$ cat config.mk
export PLATFORM = sky130hd
export DESIGN_NAME = cmd_cfg_ctrl
export DESIGN_NICKNAME = d
export VERILOG_FILES = /design/src/rtl/cmd_cfg_ctrl.sv
export SDC_FILE = /design/constraint.sdc
export NUM_CORES = 1
export LEC_CHECK = 0
export ABC_CLOCK_PERIOD_IN_PS = 7600
export CORE_ASPECT_RATIO = 1.75
export CORE_MARGIN = 1
export CORE_UTILIZATION = 50
export DETAILED_ROUTE_END_ITERATION = 16
export PLACE_DENSITY = 0.8
export SYNTH_ARGS = -nofsm -noshare
export SYNTH_HDL_FRONTEND = slang
export SYNTH_SLANG_ARGS = --single-unit
$ cat constraint.sdc
create_clock -name clk -period 7.6 [get_ports clk]
set_input_delay 0.76 -clock clk [delete_from_list [all_inputs] [get_ports clk]]
set_output_delay 0.76 -clock clk [all_outputs]
set_load 0.03 [all_outputs]
$ cat src/rtl/cmd_cfg_ctrl.sv
// cmd_cfg_ctrl -- scope command decoder and configuration register bank.
// Decodes 24-bit UART commands {opcode,byte2,byte3}, drives the SPI master
// (trigger DAC, per-channel AFE gain, EEPROM), holds trigger/decimation/gain
// configuration and returns one response byte per command.  While idle the
// response port carries the gain/offset-corrected capture RAM sample.
// Optional feature: define CMD_RDBK_EN to enable opcode 0A (gain readback).
module cmd_cfg_ctrl #(
  parameter int NUM_CH     = 3,
  parameter int TRIG_POS_W = 9,
  parameter int DEC_W      = 4,
  parameter int SPI_TMO    = 1023
) (
  input  logic                          clk,
  input  logic                          rst_n,
  input  logic [23:0]                   cmd,
  input  logic                          cmd_rdy,
  input  logic                          resp_sent,
  input  logic                          SPI_done,
  input  logic [7:0]                    EEP_data,
  input  logic [7:0]                    RAM_rdata,
  input  logic                          set_capture_done,
  input  logic                          flopGain,
  input  logic                          flopOffset,
  output logic                          clr_cmd_rdy,
  output logic                          send_resp,
  output logic [7:0]                    resp_data,
  output logic                          wrt_SPI,
  output logic [15:0]                   SPI_data,
  output logic [$clog2(NUM_CH+2)-1:0]   ss,
  output logic                          dump,
  output logic [1:0]                    dump_ch,
  output logic [7:0]                    trig_cfg,
  output logic [TRIG_POS_W-1:0]         trig_pos,
  output logic [DEC_W-1:0]              decimator,
  output logic [3*NUM_CH-1:0]           ch_AFEgain
);

  localparam int SS_W  = $clog2(NUM_CH+2);
  localparam int CNT_W = $clog2(SPI_TMO);

  localparam logic [7:0] OP_DUMP_CH  = 8'h01;
  localparam logic [7:0] OP_CFG_GAIN = 8'h02;
  localparam logic [7:0] OP_TRIG_LVL = 8'h03;
  localparam logic [7:0] OP_TRIG_POS = 8'h04;
  localparam logic [7:0] OP_SET_DEC  = 8'h05;
  localparam logic [7:0] OP_TRIG_CFG = 8'h06;
  localparam logic [7:0] OP_RD_TCFG  = 8'h07;
  localparam logic [7:0] OP_EEP_WRT  = 8'h08;
  localparam logic [7:0] OP_EEP_RD   = 8'h09;
  localparam logic [7:0] OP_RD_GAIN  = 8'h0A;

  localparam logic [7:0] RESP_ACK  = 8'hA5;
  localparam logic [7:0] RESP_ERR  = 8'hEE;
  localparam logic [7:0] RESP_TMO  = 8'hEF;
  localparam logic [7:0] SPI_WRCMD = 8'h13;
  localparam logic [2:0] NUM_CH_L  = 3'(NUM_CH);

  typedef enum logic [2:0] {
    IDLE,
    DECODE,
    SPI_WAIT,
    EEP_WAIT,
    RESP_WAIT
  } state_t;

  state_t           state;
  logic [23:0]      cmd_reg;
  logic [7:0]       resp_q;
  logic [7:0]       gain_coef;
  logic [7:0]       offset_coef;
  logic [CNT_W-1:0] tmo_cnt;

  logic [7:0]       opcode;
  logic [1:0]       cc;
  logic             cc_valid;
  logic             lvl_valid;
  logic             tmo_hit;
  logic [2:0]       rdbk_gain;
  logic [7:0]       corrected;
  logic signed [9:0] sum_ext;
  logic [7:0]       sum_clip;
  logic [15:0]      prod;
  logic             unused_bits;

  assign opcode      = cmd_reg[23:16];
  assign cc          = cmd_reg[9:8];
  assign cc_valid    = ({1'b0, cc} < NUM_CH_L);
  assign lvl_valid   = (cmd_reg[7:0] >= 8'd46) && (cmd_reg[7:0] <= 8'd201);
  assign tmo_hit     = (tmo_cnt == CNT_W'(SPI_TMO-1));
  assign unused_bits = ^cmd_reg[15:14];

  // AFE gain code to DAC setting lookup
  function automatic logic [7:0] afe_lut(input logic [2:0] g);
    case (g)
      3'd0:    afe_lut = 8'h02;
      3'd1:    afe_lut = 8'h05;
      3'd2:    afe_lut = 8'h09;
      3'd3:    afe_lut = 8'h14;
      3'd4:    afe_lut = 8'h28;
      3'd5:    afe_lut = 8'h46;
      3'd6:    afe_lut = 8'h6B;
      default: afe_lut = 8'hDD;
    endcase
  endfunction

  // Select the stored gain code of the addressed channel for readback
  always_comb begin
    rdbk_gain = 3'd0;
    for (int i = 0; i < NUM_CH; i++) begin
      if (cc == 2'(i)) rdbk_gain = ch_AFEgain[3*i +: 3];
    end
  end

  // Gain corrector: signed offset added and clipped to 0..255, then scaled
  // by the gain coefficient in 1.7 fixed point and clipped to 255
  always_comb begin
    sum_ext = $signed({2'b00, RAM_rdata}) + $signed({{2{offset_coef[7]}}, offset_coef});
    if (sum_ext < 10'sd0)
      sum_clip = 8'h00;
    else if (sum_ext > 10'sd255)
      sum_clip = 8'hFF;
    else
      sum_clip = sum_ext[7:0];
    prod      = sum_clip * gain_coef;
    corrected = prod[15] ? 8'hFF : prod[14:7];
  end

  // Idle shows the live corrected sample, otherwise the latched response
  assign resp_data = (state == IDLE) ? corrected : resp_q;

  // Command FSM with all configuration registers and registered pulse outputs
  always_ff @(posedge clk) begin
    if (!rst_n) begin
      state       <= IDLE;
      cmd_reg     <= 24'h0;
      resp_q      <= 8'h00;
      gain_coef   <= 8'h00;
      offset_coef <= 8'h00;
      tmo_cnt     <= '0;
      clr_cmd_rdy <= 1'b0;
      send_resp   <= 1'b0;
      wrt_SPI     <= 1'b0;
      dump        <= 1'b0;
      SPI_data    <= 16'h0000;
      ss          <= SS_W'(NUM_CH+1);
      dump_ch     <= 2'd0;
      trig_cfg    <= 8'h20;
      trig_pos    <= '0;
      decimator   <= '0;
      ch_AFEgain  <= '0;
    end else begin
      clr_cmd_rdy <= 1'b0;
      send_resp   <= 1'b0;
      wrt_SPI     <= 1'b0;
      dump        <= 1'b0;

      if (flopGain)   gain_coef   <= EEP_data;
      if (flopOffset) offset_coef <= EEP_data;

      case (state)
        IDLE: begin
          if (cmd_rdy) begin
            cmd_reg <= cmd;
            state   <= DECODE;
          end
        end

        DECODE: begin
          resp_q    <= RESP_ERR;
          send_resp <= 1'b1;
          state     <= RESP_WAIT;
          case (opcode)
            OP_DUMP_CH: begin
              if (cc_valid) begin
                send_resp   <= 1'b0;
                dump        <= 1'b1;
                dump_ch     <= cc;
                clr_cmd_rdy <= 1'b1;
                state       <= IDLE;
              end
            end
            OP_CFG_GAIN: begin
              if (cc_valid) begin
                for (int i = 0; i < NUM_CH; i++) begin
                  if (cc == 2'(i)) ch_AFEgain[3*i +: 3] <= cmd_reg[12:10];
                end
                ss        <= SS_W'(32'(cc) + 1);
                SPI_data  <= {SPI_WRCMD, afe_lut(cmd_reg[12:10])};
                wrt_SPI   <= 1'b1;
                tmo_cnt   <= '0;
                send_resp <= 1'b0;
                state     <= SPI_WAIT;
              end
            end
            OP_TRIG_LVL: begin
              if (lvl_valid) begin
                ss        <= '0;
                SPI_data  <= {SPI_WRCMD, cmd_reg[7:0]};
                wrt_SPI   <= 1'b1;
                tmo_cnt   <= '0;
                send_resp <= 1'b0;
                state     <= SPI_WAIT;
              end
            end
            OP_TRIG_POS: begin
              trig_pos <= cmd_reg[TRIG_POS_W-1:0];
              resp_q   <= RESP_ACK;
            end
            OP_SET_DEC: begin
              decimator <= cmd_reg[DEC_W-1:0];
              resp_q    <= RESP_ACK;
            end
            OP_TRIG_CFG: begin
              if (!cmd_reg[9]) begin
                trig_cfg <= {2'b00, cmd_reg[13:8]};
                resp_q   <= RESP_ACK;
              end
            end
            OP_RD_TCFG: begin
              resp_q <= trig_cfg;
            end
            OP_EEP_WRT: begin
              ss        <= SS_W'(NUM_CH+1);
              SPI_data  <= {2'b01, cmd_reg[13:0]};
              wrt_SPI   <= 1'b1;
              tmo_cnt   <= '0;
              send_resp <= 1'b0;
              state     <= SPI_WAIT;
            end
            OP_EEP_RD: begin
              ss        <= SS_W'(NUM_CH+1);
              SPI_data  <= {2'b00, cmd_reg[13:0]};
              wrt_SPI   <= 1'b1;
              tmo_cnt   <= '0;
              send_resp <= 1'b0;
              state     <= EEP_WAIT;
            end
`ifdef CMD_RDBK_EN
            OP_RD_GAIN: begin
              if (cc_valid) resp_q <= {5'b00000, rdbk_gain};
            end
`endif
            default: ;
          endcase
        end

        SPI_WAIT: begin
          if (SPI_done) begin
            resp_q    <= (opcode == OP_EEP_RD) ? EEP_data : RESP_ACK;
            send_resp <= 1'b1;
            state     <= RESP_WAIT;
          end else if (tmo_hit) begin
            resp_q    <= RESP_TMO;
            send_resp <= 1'b1;
            state     <= RESP_WAIT;
          end else begin
            tmo_cnt <= tmo_cnt + 1'b1;
          end
        end

        EEP_WAIT: begin
          if (SPI_done) begin
            SPI_data <= 16'h0000;
            wrt_SPI  <= 1'b1;
            tmo_cnt  <= '0;
            state    <= SPI_WAIT;
          end else if (tmo_hit) begin
            resp_q    <= RESP_TMO;
            send_resp <= 1'b1;
            state     <= RESP_WAIT;
          end else begin
            tmo_cnt <= tmo_cnt + 1'b1;
          end
        end

        RESP_WAIT: begin
          if (resp_sent) begin
            clr_cmd_rdy <= 1'b1;
            state       <= IDLE;
          end
        end

        default: state <= IDLE;
      endcase

      if (set_capture_done) trig_cfg[5] <= 1'b1;
    end
  end

endmodule

# Yosys cells after proc, flatten, opt, wreduce, memory -nomap -nowiden
# Cells that the tools add are included.
# totals
register_bits	113
latchBits	0
ramBits	0
romBits	0
output_inout_bits	63
word_cells	141
n_memories	0
# op_classes
addsub	3
multipliers	1
n_div	0
n_lt_le_gt_ge	5
n_eq_ne	33
shifts	0
n_mux	52
bitwise_logic	2
reduce_logical	25
# op_table
operator	n
$mux 8	8
$pmux 16 s4	1
$pmux 10 s3	2
$pmux 8 s7	1
$mux 10	5
$mux 16	3
$pmux 8 s3	2
$eq 8x3->1 const B	4
$pmux 16 s2	1
$mux 3	10
$pmux 3 s5	2
$eq 8x2->1 const B	2
$eq 8x4->1 const B	2
$mul 8x8->16	1
$reduce_and 4->1	4
$ne 2x2->1 const B	7
$eq 3x2->1 const B	4
$eq 3x3->1 const B	4
$reduce_and 2->1	6
$add 10x1->10 const B	1
$add 9x8->10	1
$eq 10x10->1 const B	1
$gt 10x9->1 const B	1
$lt 10x1->1 const B	1
other kinds (25)	47

# Logic depth before layout (Yosys ltp)
# Gate-level depths: netlist (run 1).
# logic_depth
depth_word	7
depth_mapped	27
ltp_nobuf	27

# Worst setup path before layout (run 1)
# OpenSTA, ideal clock, no wires.
# synth_path
path_type	input to output
startpoint	in RAM_rdata[0]
endpoint	out resp_data[7]
t_arrival_ns	7.262
setup_slack_ns	-0.422
path_stages	24
path_buffers	0
path_cell_list	ha_1 -> inv_1 -> fa_1 -> nand2b_1 -> a2111oi_2 -> nor3_1 -> a21oi_1 -> a21oi_1 -> and2_1 -> fa_1 -> fa_1 -> fa_1 -> inv_1 -> fa_1 -> inv_1 -> ha_1 -> nand2_1 -> a2111oi_0 -> o21ai_0 -> a21oi_1 -> a41oi_4 -> o21bai_2 -> nor4_1 -> a311oi_1
# synth_via
elab_chain_len	7
word_cells_on_any_way	8
classes_between	1 x add/sub; 1 x mul; 2 x order compare; 4 x mux
# synth_lines
item	line	text
from (decl)	20	input logic [7:0] RAM_rdata,
$add 9x8->10 *	117	sum_ext = $signed({2'b00, RAM_rdata}) + $signed({{2{offset_coef[7]}}, offset_coef});
$gt 10x9->1	120	else if (sum_ext > 10'sd255)
$mux 8	120	
$mux 8 *	118	if (sum_ext < 10'sd0)
$mul 8x8->16 *	124	prod = sum_clip * gain_coef;
$mux 8 *	125	corrected = prod[15] ? 8'hFF : prod[14:7];
$mux 8 *	129	assign resp_data = (state == IDLE) ? corrected : resp_q;
to (decl)	26	output logic [7:0] resp_data,
# Mark *: on every way between the ends. The rest lies on a longest branch, timed or not.

# Final worst setup path (run 1)
# layout_path
startpoint	in RAM_rdata[4]
endpoint	out resp_data[5]
# Same word-level chain as after synthesis.

==> results.ini, run 1 <==
[logic_synthesis]
syn-instance-count=875
netlist-cell-type-count=74
synthTopCellsByArea=dfxtp_1 30%, fa_1 9.8%, ha_1 8.2%, a21oi_1 5.9%, nand2_1 5.6%
synth_top_area_cell=dfxtp_1
syn_area_per_cell_sq_um=8.401
synth_top_area_share=0.2996
synth_seq_cells=110
synth_edf_count=0
syn_area_sq_um=7351
ys.flop_type=dfxtp_1
synth_commonest_cells=110 x dfxtp_1, 110 x nand2_1, 86 x a21oi_1, 76 x nor2_1, 53 x inv_1
yosys_warnings=0
synthArstFlopShare=0
ys_seq_area_frac=0.2996

[power_and_ir_drop]
ir_drop_mv=0.1798
p_per_area_nw_per_um2=188.5
power_uw=1829
p_leak_uw=0.004051

[clocking]
h-tree-depth=3
clk_pin_slew_ps=70
clock-root-buffer=clkbuf_16
cts_tree=yes
clock_latency_ps=350
cts_hold_buf=0
cts_buffers=9
clockBufferDepth=2
clock-sinks=110

[sta]
max_freq_mhz=132.8
rsz0062_at_grt=yes
setup_viol_count_final=0
slew_headroom=0.1581
period_minus_slack_ps=7530
drv_slew=0
whs_ps=455.8
hold_viol=0
timing.clock.skew_ps=6.734
final.period_utilization=0.9908
fin_ws_ps=69.59
worst_slew_pin_slew_ps=1253

[global_routing]
grt_overflow=0
grt_antenna_before_repair=0
grt_pass1_wl_um=32640
grt_pass1_vias=6878
grt_util_all_layers=0.2738
grt_max_degree=75

[finish]
diodes=0
final_nets=1145
multi_input_area_sq_um=5229
syn_to_final_growth_pct=31.98
fillers=1107
seq_area_sq_um=2202
drive_above_1_share=0.1611
stdcell_area_sq_um=9702
final_util=0.6752
largest_register_ffs=22

[routing]
drc=0
maxUsedRoutingLayer=met4
wl_per_cell_um=17.05
wl_um=20430
antenna_left=0
dr_wl_met3_um=754
met2WireLength_um=11280
first_pass_iters=4
met1Wirelength_um=7313
drt_iter0_drc=317
vias=6821
via_per_inst=5.694

[setup_path]
crit_type=in -> out
startpoint_type=input pin
slowest_stage=fa_1
cp.required_ps=6840
timing.critical_path.mode_cell=fa_1
critPathMaxFanout=6
cp_num_buf_inv=8
cpPeakStageDelay_ps=560
crit_family=adder cells
cp.arrival_ps=6770
end_kind=output port

[worst_hold_path]
worst_hold_path_type=reg -> reg

[floorplan]
initial_core_util=0.5116
core_region_area_sq_um=14370
die_area_sq_um=15210
rows=58
ios=111
die_y_um=162.4
die_w_um=93.66

[status]
status=finished clean

[placed_design]
pre_cts_ws_ps=-595.5
dpl-instance-area_sq_um=8876
gp_congestion=0.9070
io_buffers=104
dp_hpwl_um=14930

[run]
maxCapViolations=0

path summary, 6_finish.rpt:
check                                                 from                          to  slack, ps  depth (start not counted)
worst min-delay path            ch_AFEgain[2]$_SDFFE_PN0P_  ch_AFEgain[2]$_SDFFE_PN0P_        460                          2
worst max register to register     cmd_reg[2]$_SDFFE_PN0P_     tmo_cnt[3]$_SDFFE_PN0P_       4530                          8
worst max-delay path                          RAM_rdata[4]                resp_data[5]         70                         29
worst min register to register  ch_AFEgain[2]$_SDFFE_PN0P_  ch_AFEgain[2]$_SDFFE_PN0P_        460                          2
routing by layer:
metal	vias to the layer above	GRT usage
met2	221	0.5284
met4	0	0.1608
li1	3287	-
met3	77	0.03315
met5	-	0
met1	3236	0.2720
worst reg2reg max path: stages, from the launching register on:
cell      delay [ps]
dfxtp_1          370
a31o_1           250
a211o_1          320
a31o_2           280
a211oi_1         500
nor2_2           270
nand2_1          370
nand2_1          300
a311oi_1         310
cells by family after synthesis:
logic type | after synthesis | share of synthesized area
compound gates | 195 | 0.1750
flops | 110 | 0.2996
fa+ha+maj | 85 | 0.1811
simple gates | 342 | 0.2281
mux | 34 | 0.04647
buf+inv | 91 | 0.04902
xor+xnor | 17 | 0.02025
other cells | 1 | 0.0005101
cell type report:
| class | instances | share of cell area |
|---|---|---|
| tap | 180 | 0.02321 |
| multi-input combinational | 677 | 0.5389 |
| inverter | 53 | 0.02076 |
| clock buffer | 9 | 0.02321 |
| clock inverter | 7 | 0.007480 |
| sequential | 110 | 0.2270 |
| timing repair buffer | 162 | 0.1594 |
cell usage in the layout, fill, tap and decap left out, drive strengths merged, types with 30 or more instances in the layout:
master	instances
dfxtp	110
nand2	110
clkdlybuf4s50	88
a21oi	87
nor2	77
buf	67
inv	55
and2	49
ha	48
fa	36
mux2i	33
o21ai	30
stage by stage:
| stage | setup TNS [ps] | cells |
|---|---|---|
| after floorplan | 0 | 878 |
| after global placement | -3180 | 1169 |
| after detailed placement | -4381 | 1169 |
| after CTS | 0 | 1195 |
| after global routing | -1261 | 1198 |
| final | 0 | 1198 |
where the power goes:
part	internal, uW	switching [uW]	total (uW)
logic	334	378	713
clock network	257	212	469
registers	603	44.0	647
total	1190	635	1830
what timing repair did:
action                     in CTS  in global routing
gates resized for setup        78                 26
setup buffers                  11                  3
setup endpoints to repair       8                  8
pin swaps                      39                 38
Note: power is estimated with default switching activity, not from simulation.
==> run 2, diff against run 1 <==
--- a/config.mk
+++ b/config.mk
@@ -9,6 +9,7 @@
 export CORE_ASPECT_RATIO = 1.75
 export CORE_MARGIN = 1
 export CORE_UTILIZATION = 50
+export CTS_CLUSTER_SIZE = 24
 export DETAILED_ROUTE_END_ITERATION = 16
 export PLACE_DENSITY = 0.8
 export SYNTH_ARGS = -nofsm -noshare
==> results of run 2 <==
The final DEF is identical to that of run 1; final timing and power are the same.
